$ cat src/rtl/pzbcm_packet_xbar_switch.sv
// SLAVES x MASTERS packet crossbar: packet-atomic round-robin per output, decode-error drop.
// Define PZBCM_XBAR_OUTPUT_REG_EN to add one register stage per output (latency 1).
module pzbcm_packet_xbar_switch #(
    parameter int SLAVES       = 4,
    parameter int MASTERS      = 4,
    parameter int DATA_WIDTH   = 32,
    parameter int SELECT_WIDTH = (MASTERS > 1) ? $clog2(MASTERS) : 1,
    parameter int SOURCE_WIDTH = (SLAVES > 1) ? $clog2(SLAVES) : 1
) (
    input  logic                             i_clk,
    input  logic                             i_rst,
    input  logic [SLAVES-1:0]                i_valid,
    output logic [SLAVES-1:0]                o_ready,
    input  logic [SLAVES*DATA_WIDTH-1:0]     i_data,
    input  logic [SLAVES-1:0]                i_last,
    input  logic [SLAVES*SELECT_WIDTH-1:0]   i_select,
    output logic [MASTERS-1:0]               o_valid,
    input  logic [MASTERS-1:0]               i_ready,
    output logic [MASTERS*DATA_WIDTH-1:0]    o_data,
    output logic [MASTERS-1:0]               o_last,
    output logic [MASTERS*SOURCE_WIDTH-1:0]  o_source,
    output logic [SLAVES-1:0]                o_decode_error
);

    typedef enum logic {
        IDLE,
        LOCKED
    } state_e;

    state_e                  state_q [MASTERS];
    state_e                  state_d [MASTERS];
    logic [SOURCE_WIDTH-1:0] owner_q [MASTERS];
    logic [SOURCE_WIDTH-1:0] owner_d [MASTERS];
    logic [SOURCE_WIDTH-1:0] ptr_q   [MASTERS];
    logic [SOURCE_WIDTH-1:0] ptr_d   [MASTERS];

    logic [MASTERS-1:0][SLAVES-1:0]       req;
    logic [MASTERS-1:0][SLAVES-1:0]       gnt;
    logic [SLAVES-1:0]                    dec_err;
    logic [MASTERS-1:0]                   g_valid;
    logic [MASTERS-1:0]                   g_last;
    logic [MASTERS-1:0][DATA_WIDTH-1:0]   g_data;
    logic [MASTERS-1:0][SOURCE_WIDTH-1:0] g_src;
    logic [MASTERS-1:0]                   can_acc;
    logic [MASTERS-1:0]                   acc;

`ifdef PZBCM_XBAR_OUTPUT_REG_EN
    logic [MASTERS-1:0]                   valid_q;
    logic [MASTERS-1:0]                   last_q;
    logic [MASTERS-1:0][DATA_WIDTH-1:0]   data_q;
    logic [MASTERS-1:0][SOURCE_WIDTH-1:0] src_q;
`endif

    always_comb begin
        req     = '0;
        dec_err = '0;
        for (int s = 0; s < SLAVES; s++) begin
            dec_err[s] = int'(i_select[s*SELECT_WIDTH +: SELECT_WIDTH]) >= MASTERS;
            for (int m = 0; m < MASTERS; m++) begin
                req[m][s] = i_valid[s]
                    && (int'(i_select[s*SELECT_WIDTH +: SELECT_WIDTH]) == m);
            end
        end
    end

    // A locked output only listens to its owner; otherwise search starts at ptr.
    always_comb begin
        logic found;
        int   idx;
        gnt   = '0;
        g_src = '0;
        found = 1'b0;
        idx   = 0;
        for (int m = 0; m < MASTERS; m++) begin
            found = 1'b0;
            if (state_q[m] == LOCKED) begin
                g_src[m]             = owner_q[m];
                gnt[m][owner_q[m]]   = req[m][owner_q[m]];
            end else begin
                for (int i = 0; i < SLAVES; i++) begin
                    idx = int'(ptr_q[m]) + i;
                    if (idx >= SLAVES) idx = idx - SLAVES;
                    if (!found && req[m][idx]) begin
                        found       = 1'b1;
                        gnt[m][idx] = 1'b1;
                        g_src[m]    = SOURCE_WIDTH'(idx);
                    end
                end
            end
        end
    end

    always_comb begin
        for (int m = 0; m < MASTERS; m++) begin
            g_valid[m] = |gnt[m];
            g_last[m]  = i_last[g_src[m]];
            g_data[m]  = i_data[int'(g_src[m])*DATA_WIDTH +: DATA_WIDTH];
`ifdef PZBCM_XBAR_OUTPUT_REG_EN
            can_acc[m] = !valid_q[m] || i_ready[m];
`else
            can_acc[m] = i_ready[m];
`endif
            acc[m]     = g_valid[m] && can_acc[m];
        end
    end

    always_comb begin
        logic rdy;
        rdy            = 1'b0;
        o_ready        = '0;
        o_decode_error = '0;
        for (int s = 0; s < SLAVES; s++) begin
            rdy = dec_err[s];
            for (int m = 0; m < MASTERS; m++) begin
                rdy = rdy | (gnt[m][s] & can_acc[m]);
            end
            o_ready[s]        = !i_rst && rdy;
            o_decode_error[s] = !i_rst && i_valid[s] && i_last[s] && dec_err[s];
        end
    end

    always_comb begin
        for (int m = 0; m < MASTERS; m++) begin
            state_d[m] = state_q[m];
            owner_d[m] = owner_q[m];
            ptr_d[m]   = ptr_q[m];
            if (acc[m]) begin
                if (g_last[m]) begin
                    state_d[m] = IDLE;
                    ptr_d[m]   = (int'(g_src[m]) == SLAVES - 1) ? '0 : g_src[m] + 1'b1;
                end else begin
                    state_d[m] = LOCKED;
                    owner_d[m] = g_src[m];
                end
            end
        end
    end

    always_ff @(posedge i_clk or posedge i_rst) begin
        if (i_rst) begin
            for (int m = 0; m < MASTERS; m++) begin
                state_q[m] <= IDLE;
                owner_q[m] <= '0;
                ptr_q[m]   <= '0;
            end
        end else begin
            for (int m = 0; m < MASTERS; m++) begin
                state_q[m] <= state_d[m];
                owner_q[m] <= owner_d[m];
                ptr_q[m]   <= ptr_d[m];
            end
        end
    end

`ifdef PZBCM_XBAR_OUTPUT_REG_EN
    always_ff @(posedge i_clk or posedge i_rst) begin
        if (i_rst) begin
            valid_q <= '0;
            last_q  <= '0;
            data_q  <= '0;
            src_q   <= '0;
        end else begin
            for (int m = 0; m < MASTERS; m++) begin
                if (can_acc[m]) begin
                    valid_q[m] <= g_valid[m];
                    last_q[m]  <= g_last[m];
                    data_q[m]  <= g_data[m];
                    src_q[m]   <= g_src[m];
                end
            end
        end
    end

    always_comb begin
        o_valid  = '0;
        o_last   = '0;
        o_data   = '0;
        o_source = '0;
        for (int m = 0; m < MASTERS; m++) begin
            o_valid[m]                                = valid_q[m];
            o_last[m]                                 = last_q[m];
            o_data[m*DATA_WIDTH +: DATA_WIDTH]        = data_q[m];
            o_source[m*SOURCE_WIDTH +: SOURCE_WIDTH]  = src_q[m];
        end
    end
`else
    // Outputs are zeroed while idle or in reset so nothing leaks from ungranted inputs.
    always_comb begin
        logic v;
        v        = 1'b0;
        o_valid  = '0;
        o_last   = '0;
        o_data   = '0;
        o_source = '0;
        for (int m = 0; m < MASTERS; m++) begin
            v          = !i_rst && g_valid[m];
            o_valid[m] = v;
            if (v) begin
                o_last[m]                                = g_last[m];
                o_data[m*DATA_WIDTH +: DATA_WIDTH]       = g_data[m];
                o_source[m*SOURCE_WIDTH +: SOURCE_WIDTH] = g_src[m];
            end
        end
    end
`endif

endmodule

$ cat config.mk
export PLATFORM = sky130hd
export DESIGN_NAME = pzbcm_packet_xbar_switch
export DESIGN_NICKNAME = d
export VERILOG_FILES = /design/src/rtl/pzbcm_packet_xbar_switch.sv
export SDC_FILE = /design/constraint.sdc
export NUM_CORES = 1
export LEC_CHECK = 0
export CORE_ASPECT_RATIO = 1.5
export CORE_MARGIN = 5
export CORE_UTILIZATION = 47
export CTS_BUF_LIST = sky130_fd_sc_hd__clkbuf_16
export DETAILED_ROUTE_END_ITERATION = 7
export HOLD_SLACK_MARGIN = 0.12
export MAX_ROUTING_LAYER = met4
export PLACE_DENSITY = 0.84
export RECOVER_POWER = 100
export SYNTH_ARGS = -nofsm -noshare
export SYNTH_HDL_FRONTEND = slang
export SYNTH_SLANG_ARGS = --single-unit
$ cat constraint.sdc
create_clock -name i_clk -period 5.9 [get_ports i_clk]
set_clock_uncertainty 0.2 [all_clocks]
set_input_delay 1.18 -clock i_clk [delete_from_list [all_inputs] [get_ports i_clk]]
set_output_delay 1.18 -clock i_clk [all_outputs]
set_load 0.05 [all_outputs]
## Word level (Yosys, flattened, before mapping)

Cells that the tools add are included.

- Shift-type cells: 4
- Magnitude comparators: 60
- Muxes and demuxes: 232
- Equality and inequality tests: 16
- Reduce and logical (&&, ||, !) cells: 89
- Add/sub/neg operators: 32
- Bitwise gates (word level): 48

Operators by type and width:

| cell | number |
|---|---|
| $mux W32 | 36 |
| $ge A32 B1 Y1 const B | 16 |
| $lt A32 B4 Y1 const B | 16 |
| $shiftx A128 B8 Y32 | 4 |
| $mux W4 | 32 |
| $mux W1 | 92 |
| $logic_and A1 B1 Y1 | 60 |
| $mux W2 | 28 |
| $bmux W1 S2 | 24 |
| $or A4 B4 Y4 | 12 |
| $sub A3 B3 Y4 const B | 12 |
| $demux W1 S2 | 20 |
| $ge A3 B3 Y1 const B | 12 |
| $add A2 B2 Y3 const B | 8 |
| $lt A2 B3 Y1 const B | 8 |
| $and A1 B1 Y1 | 16 |
| $and A4 B4 Y4 | 4 |
| $eq A2 B1 Y1 const B | 8 |
| $eq A2 B2 Y1 const B | 8 |
| $reduce_and A2 Y1 | 8 |
| $reduce_or A4 Y1 | 4 |
| $sub A2 B3 Y4 const B | 4 |
| $logic_not A1 Y1 | 13 |
| $add A2 B1 Y3 const B | 4 |
| 6 further kinds | 32 |

- Output and inout bits: 152
- Logic and storage cells: 493
- Register bits after elaboration: 20

## Longest topological paths before layout

- Word-level depth: 25
- Mapped depth: 12
- Depth with buffers taken out: 10

## Worst setup path before layout

OpenSTA, ideal clock, no wires.

- Path kind: input -> output
- Start: input i_select[6]
- End: output o_data[71]
- Required time: 4.520 ns
- Slack: -0.078 ns
- Arrival time: 4.598 ns
- Path buffers: 3
- Stages: 10
- Cell sequence: clkbuf_1 and3b_1 mux4_2 or4_1 a311oi_1 a221o_1 buf_2 buf_1 a211oi_1 a211oi_1

- Word-level cells in the longest chain between the ends: 22
- Elaborated cells on any way between the ends: 49

RTL lines:

| element | line | text |
|---|---|---|
| from (decl) | 16 | `input logic [SLAVES*SELECT_WIDTH-1:0] i_select,` |
| $eq A2 B2 Y1 (*) | 61 | `&& (int'(i_select[s*SELECT_WIDTH +: SELECT_WIDTH]) == m);` |
| $logic_and A1 B1 Y1 (*) | 61 |  |
| parallel branches: the longest is 19 deep, another holds $bmux W1 S2 | -- |  |
| $mux W32 (*) | 198 | `if (v) begin` |
| to (decl) | 19 | `output logic [MASTERS*DATA_WIDTH-1:0] o_data,` |

Every way passes the cells marked *. The select of a mux whose other input is x is not followed.

## Worst setup path after layout

- Start: input i_valid[0]
- End: output o_data[22]

- Word-level cells in the longest chain between the ends: 21
- Elaborated cells on any way between the ends: 48

RTL lines:

| element | line | text |
|---|---|---|
| from (decl) | 12 | `input logic [SLAVES-1:0] i_valid,` |
| $logic_and A1 B1 Y1 (*) | 61 |  |
| parallel branches: the longest is 19 deep, another holds $bmux W1 S2 | -- |  |
| $mux W32 (*) | 198 |  |

Marks and branches as above.

==> results.cfg <==
[placement]
dp_hpwl_um = 29200
port_buffers = 297
dp_slack_ps = 40.3
placed_cells = 1424
gp_congestion = 1.05

[cells_and_area]
drive_gt1_frac = 0.352
seq_area_um2 = 500
num-fill-cells = 1216
final_common_cell = buf_4
layout_common_cells = buf_4 (177), clkdlybuf4s50_1 (143), nor2b_1 (129)
multi_input_area_um2 = 7320
area_growth_pct = 53.3
final_util = 0.733
num-nets-final = 1410
fin_cells = 1438

[grt]
grt_pass1_wl_um = 55300
met3_usage = 0.0594
top_usage_layer = met2
grt_max_degree = 40
grt_use_total = 0.365
use_met2 = 0.611
gr-total-overflow = 0
grt_antenna_before_repair = 2
use_met1 = 0.419
grt_pass1_vias = 9840

[die]
io_pins = 302
initial_core_util = 0.478
core_area_um2 = 16800
die_h_um = 170
die_area_um2 = 19900
rows = 58
die_w_um = 117

[routing]
firstDrtPassIters = 8
drt_iter0_markers = 1195
dr_total_vias = 9818
drc_errors = 4
viasPerCell = 6.83
ant_nets = 0
routed_wl_um = 37100
wl_per_cell_um = 25.8

[worst_setup_path]
cp_max_fo = 18
end_kind = primary output
r2r_cells = 10
cpMostUsedCell = buf_4
r2r_start = ptr_q[7]
rrSetupSlack_ps = 1800
cp_slowest_cell = clkdlybuf4s50_1
setup.worst_path.start_class = input port
cp_data_arrival_time_ps = 4440
crit_type = input port to primary output
cp.required_ps = 4520
slowest_delay_ps = 530
reg2reg_to = owner_q[7]
path_cells = clkdlybuf4s50_1 -> or3b_1 -> buf_4 -> mux4_2 -> nand3_1 -> a311oi_1 -> a221o_1 -> o41ai_4 -> buf_4 -> clkbuf_16 -> nor2b_1 -> buf_12

[clock_tree]
hold_buffers = 0
cts_tree = built
htreeDepth = 1
clockBufferDepth = 2
numCtsBuffers = 3
clkTransAtPathRegs_ps = 60
cts-root-buf = clkbuf_16
cts_sinks = 20
clock_latency_ps = 260

[hold_path]
hold_class = flip-flop to flip-flop
hold_end = owner_q[2]
min_delay_path_depth = 1
worstHoldStart = owner_q[2]

[sta]
fin_tns_setup_ps = 0
setup_violations = 0
timing.final.ws_setup_ps = 75.7
max_freq_mhz = 172
post-route-min-period_ps = 5820
hold_viol = 0
slew_headroom = 0.277
finalMaxSlewViolations = 0
fin_crit_sh = 0.987
worst_slew_pin_slew_ps = 1070

[power_and_ir_drop]
power_density_nw_per_um2 = 681
ir_drop_mv = 0.498
p_leak_nw = 4.98

[yosys]
yosys_warnings = 0
synth_cells = 887
ys_types = 72
synth_area_um2 = 8050
synth_flop_cell = dfrtp_1
synth_edf_count = 0
ys_ff_latch = 20
yosysSeqAreaShare = 0.0621
synthArstFlopShare = 1.00
synth.avg_cell_area_um2 = 9.08

[outcome]
violations = DRC
status = complete, but fails checks

[job]
drv_cap = 0
## what timing repair did
action | in CTS | in global routing
setup endpoints to repair | 0 | 96
setup buffers | 0 | 4
gates resized for setup | 0 | 19
## worst max path at each step
stage	startpoint	cells past startpoint	endpoint	slack (ps)
final	i_valid[0]	12	o_data[22]	80
after global routing	i_select[5]	14	o_data[117]	-0.4
after CTS	i_select[6]	11	o_data[31]	30
after detailed placement	i_select[6]	11	o_data[19]	40
after global placement	i_valid[2]	13	o_last[2]	-50
after floorplan	i_select[6]	10	o_data[67]	30
## routing by layer
metal  share of wire  vias up
li1                -     4189
met1            0.33     4635
met2            0.50      794
met3            0.10      200
met4           0.071        0
met5               0        -
## synthesized netlist by cell type, types with 3 or more instances
library cell / number / area [µm²]
dfrtp_1: 20 / 500
nor2b_1: 129 / 807
buf_4: 4 / 30.0
nand4_1: 5 / 31.3
a21o_1: 3 / 22.5
nand2_1: 37 / 139
buf_2: 29 / 145
clkbuf_1: 36 / 135
a211oi_1: 73 / 548
nor3b_1: 5 / 37.5
mux4_2: 112 / 2520
o31ai_1: 5 / 37.5
inv_1: 25 / 93.8
nand3_1: 26 / 130
a221oi_1: 9 / 78.8
a221o_1: 7 / 70.1
nand2b_1: 9 / 56.3
o21ai_0: 24 / 120
buf_1: 9 / 33.8
o211ai_1: 11 / 82.6
mux2_2: 8 / 90.1
nand3b_1: 9 / 67.6
o22ai_1: 3 / 18.8
a211o_1: 3 / 26.3
mux2i_1: 51 / 510
a21oi_1: 34 / 170
buf_6: 4 / 45.0
and3_1: 11 / 68.8
a311oi_1: 7 / 61.3
ha_1: 33 / 413
and2b_1: 9 / 67.6
nor4_1: 4 / 25.0
and3b_1: 8 / 70.1
nor3_1: 18 / 90.1
a31oi_1: 9 / 56.3
nor2_1: 46 / 173
## sequential cells by signal (all words and copies together), names as in the netlist
signal   count
ptr_q        8
state_q      4
owner_q      8
## worst max-delay path: cells and delay by family
kind	cells	cell delay [ps]
muxes	1	500
AOI/OAI and AO/OA	3	870
buffers and inverters	5	1240
and+or+nand+nor	3	650
## layout make-up
type / count / area share
Multi-Input combinational cell: 759 / 0.593
Clock inverter: 1 / 0.000304
Clock buffer: 3 / 0.00608
Inverter: 30 / 0.00942
Sequential cell: 20 / 0.0405
Antenna cell: 2 / 0.000405
Tap cell: 210 / 0.0213
Timing Repair Buffer: 413 / 0.329
## power by group
group | switching (mW) | leakage, nW | total (mW) | internal, mW
registers | 0.113 | 0.232 | 0.316 | 0.203
logic | 4.60 | 4.71 | 7.94 | 3.34
clock network | 0.0572 | 0.0385 | 0.148 | 0.0907
total | 4.77 | 4.98 | 8.41 | 3.64
## per-stage QoR
| step | hold WS, ps | power [mW] | cell area [µm²] |
|---|---|---|---|
| after floorplan | 293 | 5.46 | 8200 |
| after detailed placement | 333 | 8.27 | 12300 |
| final | 349 | 8.41 | 12300 |
| after global placement | 321 | 8.15 | 12300 |
| after CTS | 347 | 8.44 | 12400 |
| after global routing | 372 | 8.80 | 12300 |
## cell families after synthesis
logic type / Yosys count / share of synthesized area
and+or+nand+nor: 331 / 0.235
AOI/OAI and AO/OA: 215 / 0.196
muxes: 173 / 0.391
buffers and inverters: 113 / 0.0632
adders and majority gates: 33 / 0.0513
DFF: 20 / 0.0621
other: 1 / 0.000466
xor gates and xnor gates: 1 / 0.00109
No activity file was read; power rests on OpenSTA's default activity.
